$ cat src/rtl/hazard_pkg.sv
// Shared types for the pipeline hazard scoreboard: forward selects and
// the fetch-tracking state encoding.
package hazard_pkg;

    typedef enum logic [1:0] {
        FWD_NONE = 2'd0,
        FWD_M    = 2'd1,
        FWD_W    = 2'd2
    } hazard_forward_t;

    typedef enum logic [1:0] {
        IDLE    = 2'd0,
        WAIT    = 2'd1,
        DISCARD = 2'd2
    } fetch_state_t;

    // MDU busy counter width; covers latencies 1..15.
    localparam int MDU_CNT_W = 4;

endpackage

$ cat src/rtl/hazard_fwd_sel.sv
// Forward-select for one source operand. The D-stage variant refuses to
// forward from M when M holds a load, since that value is not ready yet.
module hazard_fwd_sel
    import hazard_pkg::*;
#(
    parameter int REGIDX_W = 5,
    parameter bit IS_D     = 1'b0
) (
    input  logic [REGIDX_W-1:0] src,
    input  logic                wr_en_m,
    input  logic [REGIDX_W-1:0] wr_dst_m,
    input  logic                wr_from_mem_m,
    input  logic                wr_en_w,
    input  logic [REGIDX_W-1:0] wr_dst_w,
    output logic [1:0]          sel
);

    logic hit_m;
    logic hit_w;
    logic m_ok;

    // Register 0 is never a forwarding source, so a zero destination never hits.
    assign hit_m = wr_en_m && (wr_dst_m != '0) && (wr_dst_m == src);
    assign hit_w = wr_en_w && (wr_dst_w != '0) && (wr_dst_w == src);
    assign m_ok  = IS_D ? ~wr_from_mem_m : 1'b1;

    // M has priority over W because it holds the younger result.
    always_comb begin
        sel = FWD_NONE;
        if (hit_m && m_ok) begin
            sel = FWD_M;
        end else if (hit_w) begin
            sel = FWD_W;
        end
    end

endmodule

$ cat src/rtl/hazard_scoreboard.sv
// Pipeline hazard unit for the 5-stage core: stall/flush generation,
// operand forwarding, MDU busy tracking, stale-fetch discard and a
// stall-cycle performance counter.
module hazard_scoreboard
    import hazard_pkg::*;
#(
    parameter int REGIDX_W = 5,
    parameter int MDU_LAT  = 4,
    parameter int BR_IN_D  = 1,
    parameter int PERF_W   = 32
) (
    input  logic                clk,
    input  logic                resetn,
    input  logic                ireq_valid,
    input  logic                iresp_data_ok,
    input  logic                dreq_valid,
    input  logic                dresp_data_ok,
    input  logic                redirect_d,
    input  logic                is_branch_d,
    input  logic                uses_rs_d,
    input  logic                uses_rt_d,
    input  logic [REGIDX_W-1:0] rs_d,
    input  logic [REGIDX_W-1:0] rt_d,
    input  logic [REGIDX_W-1:0] rs_e,
    input  logic [REGIDX_W-1:0] rt_e,
    input  logic                wr_en_e,
    input  logic                wr_en_m,
    input  logic                wr_en_w,
    input  logic [REGIDX_W-1:0] wr_dst_e,
    input  logic [REGIDX_W-1:0] wr_dst_m,
    input  logic [REGIDX_W-1:0] wr_dst_w,
    input  logic                wr_from_mem_e,
    input  logic                wr_from_mem_m,
    input  logic                mdu_start_e,
    input  logic                mdu_use_d,
    output logic                stall_f,
    output logic                stall_d,
    output logic                stall_e,
    output logic                stall_m,
    output logic                flush_d,
    output logic                flush_e,
    output logic                flush_w,
    output logic [1:0]          forward_d_a,
    output logic [1:0]          forward_d_b,
    output logic [1:0]          forward_e_a,
    output logic [1:0]          forward_e_b,
    output logic [PERF_W-1:0]   stall_cycles
);

    function automatic logic match(input logic [REGIDX_W-1:0] x,
                                   input logic en,
                                   input logic [REGIDX_W-1:0] dst);
        return en && (dst != '0) && (dst == x);
    endfunction

    fetch_state_t         state_q;
    fetch_state_t         state_d;
    logic [MDU_CNT_W-1:0] mdu_cnt;

    logic rs_hit_e, rt_hit_e, rs_hit_m, rt_hit_m;
    logic load_stall, br_stall, mdu_stall, fetch_stall, dresp_stall, front;
    logic redirect_q;

    assign rs_hit_e = uses_rs_d && match(rs_d, wr_en_e, wr_dst_e);
    assign rt_hit_e = uses_rt_d && match(rt_d, wr_en_e, wr_dst_e);
    assign rs_hit_m = uses_rs_d && match(rs_d, wr_en_m, wr_dst_m);
    assign rt_hit_m = uses_rt_d && match(rt_d, wr_en_m, wr_dst_m);

    assign load_stall  = wr_from_mem_e && (rs_hit_e || rt_hit_e);
    assign br_stall    = (BR_IN_D != 0) && is_branch_d &&
                         (rs_hit_e || rt_hit_e || (wr_from_mem_m && (rs_hit_m || rt_hit_m)));
    assign mdu_stall   = mdu_use_d && (mdu_cnt != '0);
    assign fetch_stall = (ireq_valid && !iresp_data_ok) || (state_q == DISCARD);
    assign dresp_stall = dreq_valid && !dresp_data_ok;
    assign front       = load_stall || br_stall || mdu_stall || fetch_stall;

    assign stall_f    = front || dresp_stall;
    assign stall_d    = stall_f;
    assign stall_e    = dresp_stall;
    assign stall_m    = dresp_stall;
    // E is held during a data wait, so no bubble may be written into it.
    assign flush_e    = front && !dresp_stall;
    assign flush_w    = dresp_stall;
    assign flush_d    = (state_q == DISCARD) && iresp_data_ok;
    assign redirect_q = redirect_d && !stall_d;

    // Fetch-tracking state register.
    always_ff @(posedge clk or negedge resetn) begin
        if (!resetn) begin
            state_q <= IDLE;
        end else begin
            state_q <= state_d;
        end
    end

    // Next fetch state; a response in the redirect cycle is left to the datapath.
    always_comb begin
        state_d = state_q;
        case (state_q)
            IDLE:    if (ireq_valid && !iresp_data_ok) state_d = WAIT;
            WAIT:    if (iresp_data_ok) state_d = IDLE;
                     else if (redirect_q) state_d = DISCARD;
            DISCARD: if (iresp_data_ok) state_d = IDLE;
            default: state_d = IDLE;
        endcase
    end

    // MDU busy counter; keeps counting down while the pipeline is stalled.
    always_ff @(posedge clk or negedge resetn) begin
        if (!resetn) begin
            mdu_cnt <= '0;
        end else if (mdu_start_e && !stall_e) begin
            mdu_cnt <= MDU_CNT_W'(MDU_LAT);
        end else if (mdu_cnt != '0) begin
            mdu_cnt <= mdu_cnt - MDU_CNT_W'(1);
        end
    end

    // Saturating count of cycles in which D is held.
    always_ff @(posedge clk or negedge resetn) begin
        if (!resetn) begin
            stall_cycles <= '0;
        end else if (stall_d && (stall_cycles != '1)) begin
            stall_cycles <= stall_cycles + PERF_W'(1);
        end
    end

    hazard_fwd_sel #(.REGIDX_W(REGIDX_W), .IS_D(1'b1)) u_fwd_d_a (
        .src(rs_d), .wr_en_m(wr_en_m), .wr_dst_m(wr_dst_m), .wr_from_mem_m(wr_from_mem_m),
        .wr_en_w(wr_en_w), .wr_dst_w(wr_dst_w), .sel(forward_d_a)
    );

    hazard_fwd_sel #(.REGIDX_W(REGIDX_W), .IS_D(1'b1)) u_fwd_d_b (
        .src(rt_d), .wr_en_m(wr_en_m), .wr_dst_m(wr_dst_m), .wr_from_mem_m(wr_from_mem_m),
        .wr_en_w(wr_en_w), .wr_dst_w(wr_dst_w), .sel(forward_d_b)
    );

    hazard_fwd_sel #(.REGIDX_W(REGIDX_W), .IS_D(1'b0)) u_fwd_e_a (
        .src(rs_e), .wr_en_m(wr_en_m), .wr_dst_m(wr_dst_m), .wr_from_mem_m(wr_from_mem_m),
        .wr_en_w(wr_en_w), .wr_dst_w(wr_dst_w), .sel(forward_e_a)
    );

    hazard_fwd_sel #(.REGIDX_W(REGIDX_W), .IS_D(1'b0)) u_fwd_e_b (
        .src(rt_e), .wr_en_m(wr_en_m), .wr_dst_m(wr_dst_m), .wr_from_mem_m(wr_from_mem_m),
        .wr_en_w(wr_en_w), .wr_dst_w(wr_dst_w), .sel(forward_e_b)
    );

endmodule

$ cat config.mk
export PLATFORM = sky130hd
export DESIGN_NAME = hazard_scoreboard
export DESIGN_NICKNAME = d
export VERILOG_FILES = /design/src/rtl/hazard_pkg.sv /design/src/rtl/hazard_fwd_sel.sv /design/src/rtl/hazard_scoreboard.sv
export SDC_FILE = /design/constraint.sdc
export NUM_CORES = 1
export LEC_CHECK = 0
export ABC_CLOCK_PERIOD_IN_PS = 2700
export BUFFER_PORTS_ARGS = -buffer_cell sky130_fd_sc_hd__buf_2
export CAP_MARGIN = 20
export CORE_UTILIZATION = 50
export DETAILED_ROUTE_END_ITERATION = 8
export GPL_TIMING_DRIVEN = 0
export HOLD_SLACK_MARGIN = 0.06
export PLACE_DENSITY_LB_ADDON = 0.08
export SETUP_SLACK_MARGIN = 0.5
export SKIP_CTS_REPAIR_TIMING = 1
export SLEW_MARGIN = 20
export SYNTH_ARGS = -nofsm -noshare
export SYNTH_HDL_FRONTEND = slang
export SYNTH_SLANG_ARGS = --single-unit
$ cat constraint.sdc
create_clock -name clk -period 2.7 [get_ports clk]
set_input_delay 0.135 -clock clk [delete_from_list [all_inputs] [get_ports clk]]
set_output_delay 0.135 -clock clk [all_outputs]
set_load 0.1 [all_outputs]
==> results.tsv <==
metric	value	unit
grt_first_pass_wirelength	11.2	mm
drc	0	
min_path_cells	2	
die_x	76.0	µm
yosysUniqueCellTypes	41	
synth-main-ff-cell	dfrtp_1	
rows	26	
numPortBuffers	88	
status	completed	
grt_pass1_vias	2348	
startpoint_type	input pin	
grt_usage	24.3	%
clk_pin_slew	0.08	ns
wl	7.18	mm
die_h	76.0	µm
grt_max_degree	39	
synth_top_family_by_area	simple AND/OR/NAND/NOR gates	
leakagePower	1.79	nW
worstPathArrival	2.15	ns
cts_sinks	38	
root_buffer	clkbuf_8	
synth-simple-area-share	28.3	%
hold_violations	0	
crit_chain	buf_2, or4_4, o21ai_4, a211o_1, and4_4, buf_8, buf_8, clkinvlp_4, buf_12, buf_12	
tightest_slew	0.860	ns
synthCells	284	
worst_path_max_delay_cell	or4_4	
crit_required	2.57	ns
synth_area_leaders	dfrtp_1 35%, xor2_1 22%, xnor2_1 4.2%	
ys_async_sr_fraction	100	%
drt_pass1_iterations	4	
wl_per_cell	15.2	µm
syn_area	2740	µm²
dieArea	5780	µm²
fin_util	76.8	%
fmax	0.438	GHz
netlist.area_leader.share	34.7	%
area_growth	46.0	%
ir_drop	1.23	mV
design.core.area	5200	µm²
worst_path_largest_cell_delay	0.50	ns
synth-compound-area-share	3.61	%
whs	0.0561	ns
period_minus_slack	2.28	ns
syn-num-nets	338	
yosysWarnings	0	
initial_core_util	52.6	%
yosysSeqAreaShare	34.7	%
synth_edf_count	0	
post-dp-hpwl	5.16	mm
cp_max_fo	6	
vias_per_cell	5.36	
synth_mux_area_share	0.411	%
clock_path_buffers	2	
yosys.area.top_type	dfrtp_1	
io_pins	99	
dr.first_iter.drc_count	85	
layout.nets	456	
clock_latency	0.29	ns
cp-end-kind	primary output	
reg2reg_depth	10	
vias	2534	
layout-drive-gt1-share	53.1	%
finClkSkew	0.0120	ns
worstSetupPathType	in -> out	
finalSetupViolCount	0	
synth_fa_ha_area_share	0.914	%
synth_area_per_cell	9.64	µm²
drtAntennaViolNets	0	
drv_cap	0	
cts_htree_levels	2	
hp-class	in -> reg	
rsz0062_at_grt	yes	
power_density	694	nW/µm²
relSlewSlack	42.7	%
cts_tree	done	
synth-xor-area-share	26.2	%
slew_viol_final	0	
fin_crit_sh	84.5	%
gp_congestion	0.939	
num_antenna_cells	0	
ys_seq_elements	38	
numCtsBuffers	5	
grt_overflow	0	
antenna_found_initial	0	
[synthesized netlist by cell type (6+ instances only)]
| cell | instances |
|---|---|
| buf_2 | 7 |
| nand2_1 | 15 |
| or4_1 | 7 |
| buf_4 | 6 |
| nor4_2 | 8 |
| nor4_1 | 9 |
| xor2_1 | 69 |
| dfrtp_1 | 38 |
| nand4_1 | 7 |
| nand3_1 | 14 |
| xnor2_1 | 13 |
| and3_1 | 10 |
| nor2_1 | 10 |
| inv_1 | 6 |
| nor3_1 | 14 |
[metrics by stage]
stage | power [mW] | instances | instance area [µm²] | worst slack, ns | setup TNS, ns
2_1_floorplan | 1.90 | 284 | 3060 | 0.0715 | 0
3_3_place_gp | 2.14 | 442 | 3580 | 0.200 | 0
3_5_place_dp | 2.16 | 442 | 3580 | 0.187 | 0
4_1_cts | 2.58 | 450 | 3680 | -0.146 | -0.191
5_1_grt | 2.90 | 473 | 4000 | 0.331 | 0
6_report | 2.77 | 473 | 4000 | 0.419 | 0
[area by class of cell]
| class | count | area, µm² |
|---|---|---|
| Buffer | 22 | 200 |
| Clock buffer | 6 | 82.6 |
| Clock inverter | 2 | 12.5 |
| Fill cell | 358 | 1210 |
| Inverter | 6 | 26.3 |
| Multi-Input combinational cell | 219 | 1930 |
| Sequential cell | 38 | 1010 |
| Tap cell | 70 | 87.6 |
| Timing Repair Buffer | 110 | 648 |
[worst max-delay path, delay by kind of cell]
family / cells / cell delay [ns]
compound gates: 2 / 0.52
buf+inv: 6 / 0.75
simple gates: 2 / 0.73
[path summary, 6_finish.rpt]
check	from	end	slack, ns
worst min-delay path	redirect_d	state_q[0]	0.06
worst max register to register	mdu_cnt[1]	stall_cycles[10]	0.51
worst max-delay path	wr_dst_m[2]	stall_f	0.42
worst min register to register	stall_cycles[28]	stall_cycles[28]	0.48
max in group asynchronous	resetn	stall_cycles[15]	1.58
min in group asynchronous	resetn	state_q[0]	0.49
[kinds of logic (layout without fill, tap and decap cells)]
group | after synthesis | after routing
buffers and inverters | 28 | 146
XOR/XNOR | 82 | 82
AND/OR/NAND/NOR | 118 | 119
adder cells (fa/ha/maj) | 2 | 2
multiplexers | 1 | 1
AO/OA/AOI/OAI | 15 | 15
flip-flops | 38 | 38
[power by group]
| part | internal, mW | total, mW | switching (mW) |
|---|---|---|---|
| registers | 0.707 | 0.831 | 0.123 |
| clock network | 0.205 | 0.413 | 0.207 |
| logic | 0.438 | 1.53 | 1.09 |
[cell usage in the layout (no fill, tap or decap), drive strengths merged, types with 7 or more instances in the layout]
cell type,synthesis,routed
xnor2,13,13
nand2,15,15
nor3,16,16
and3,10,10
nand3,14,14
nor2,11,12
or4,7,7
dfrtp,38,38
buf,18,123
nor4,18,18
clkbuf,4,13
nand4,8,8
xor2,69,69
[registers in the layout, summed over array words and instances, names as in the netlist]
register      flops
stall_cycles     32
mdu_cnt           4
state_q           2
[layer usage]
layer	track usage (%)	vias up	wire [µm]
met5	0	-	0
met4	7.69	0	151
met3	3.71	10	271
met2	42.3	76	3630
met1	31.0	1221	3140
li1	-	1227	-
Power figures use the tool's default switching activity.
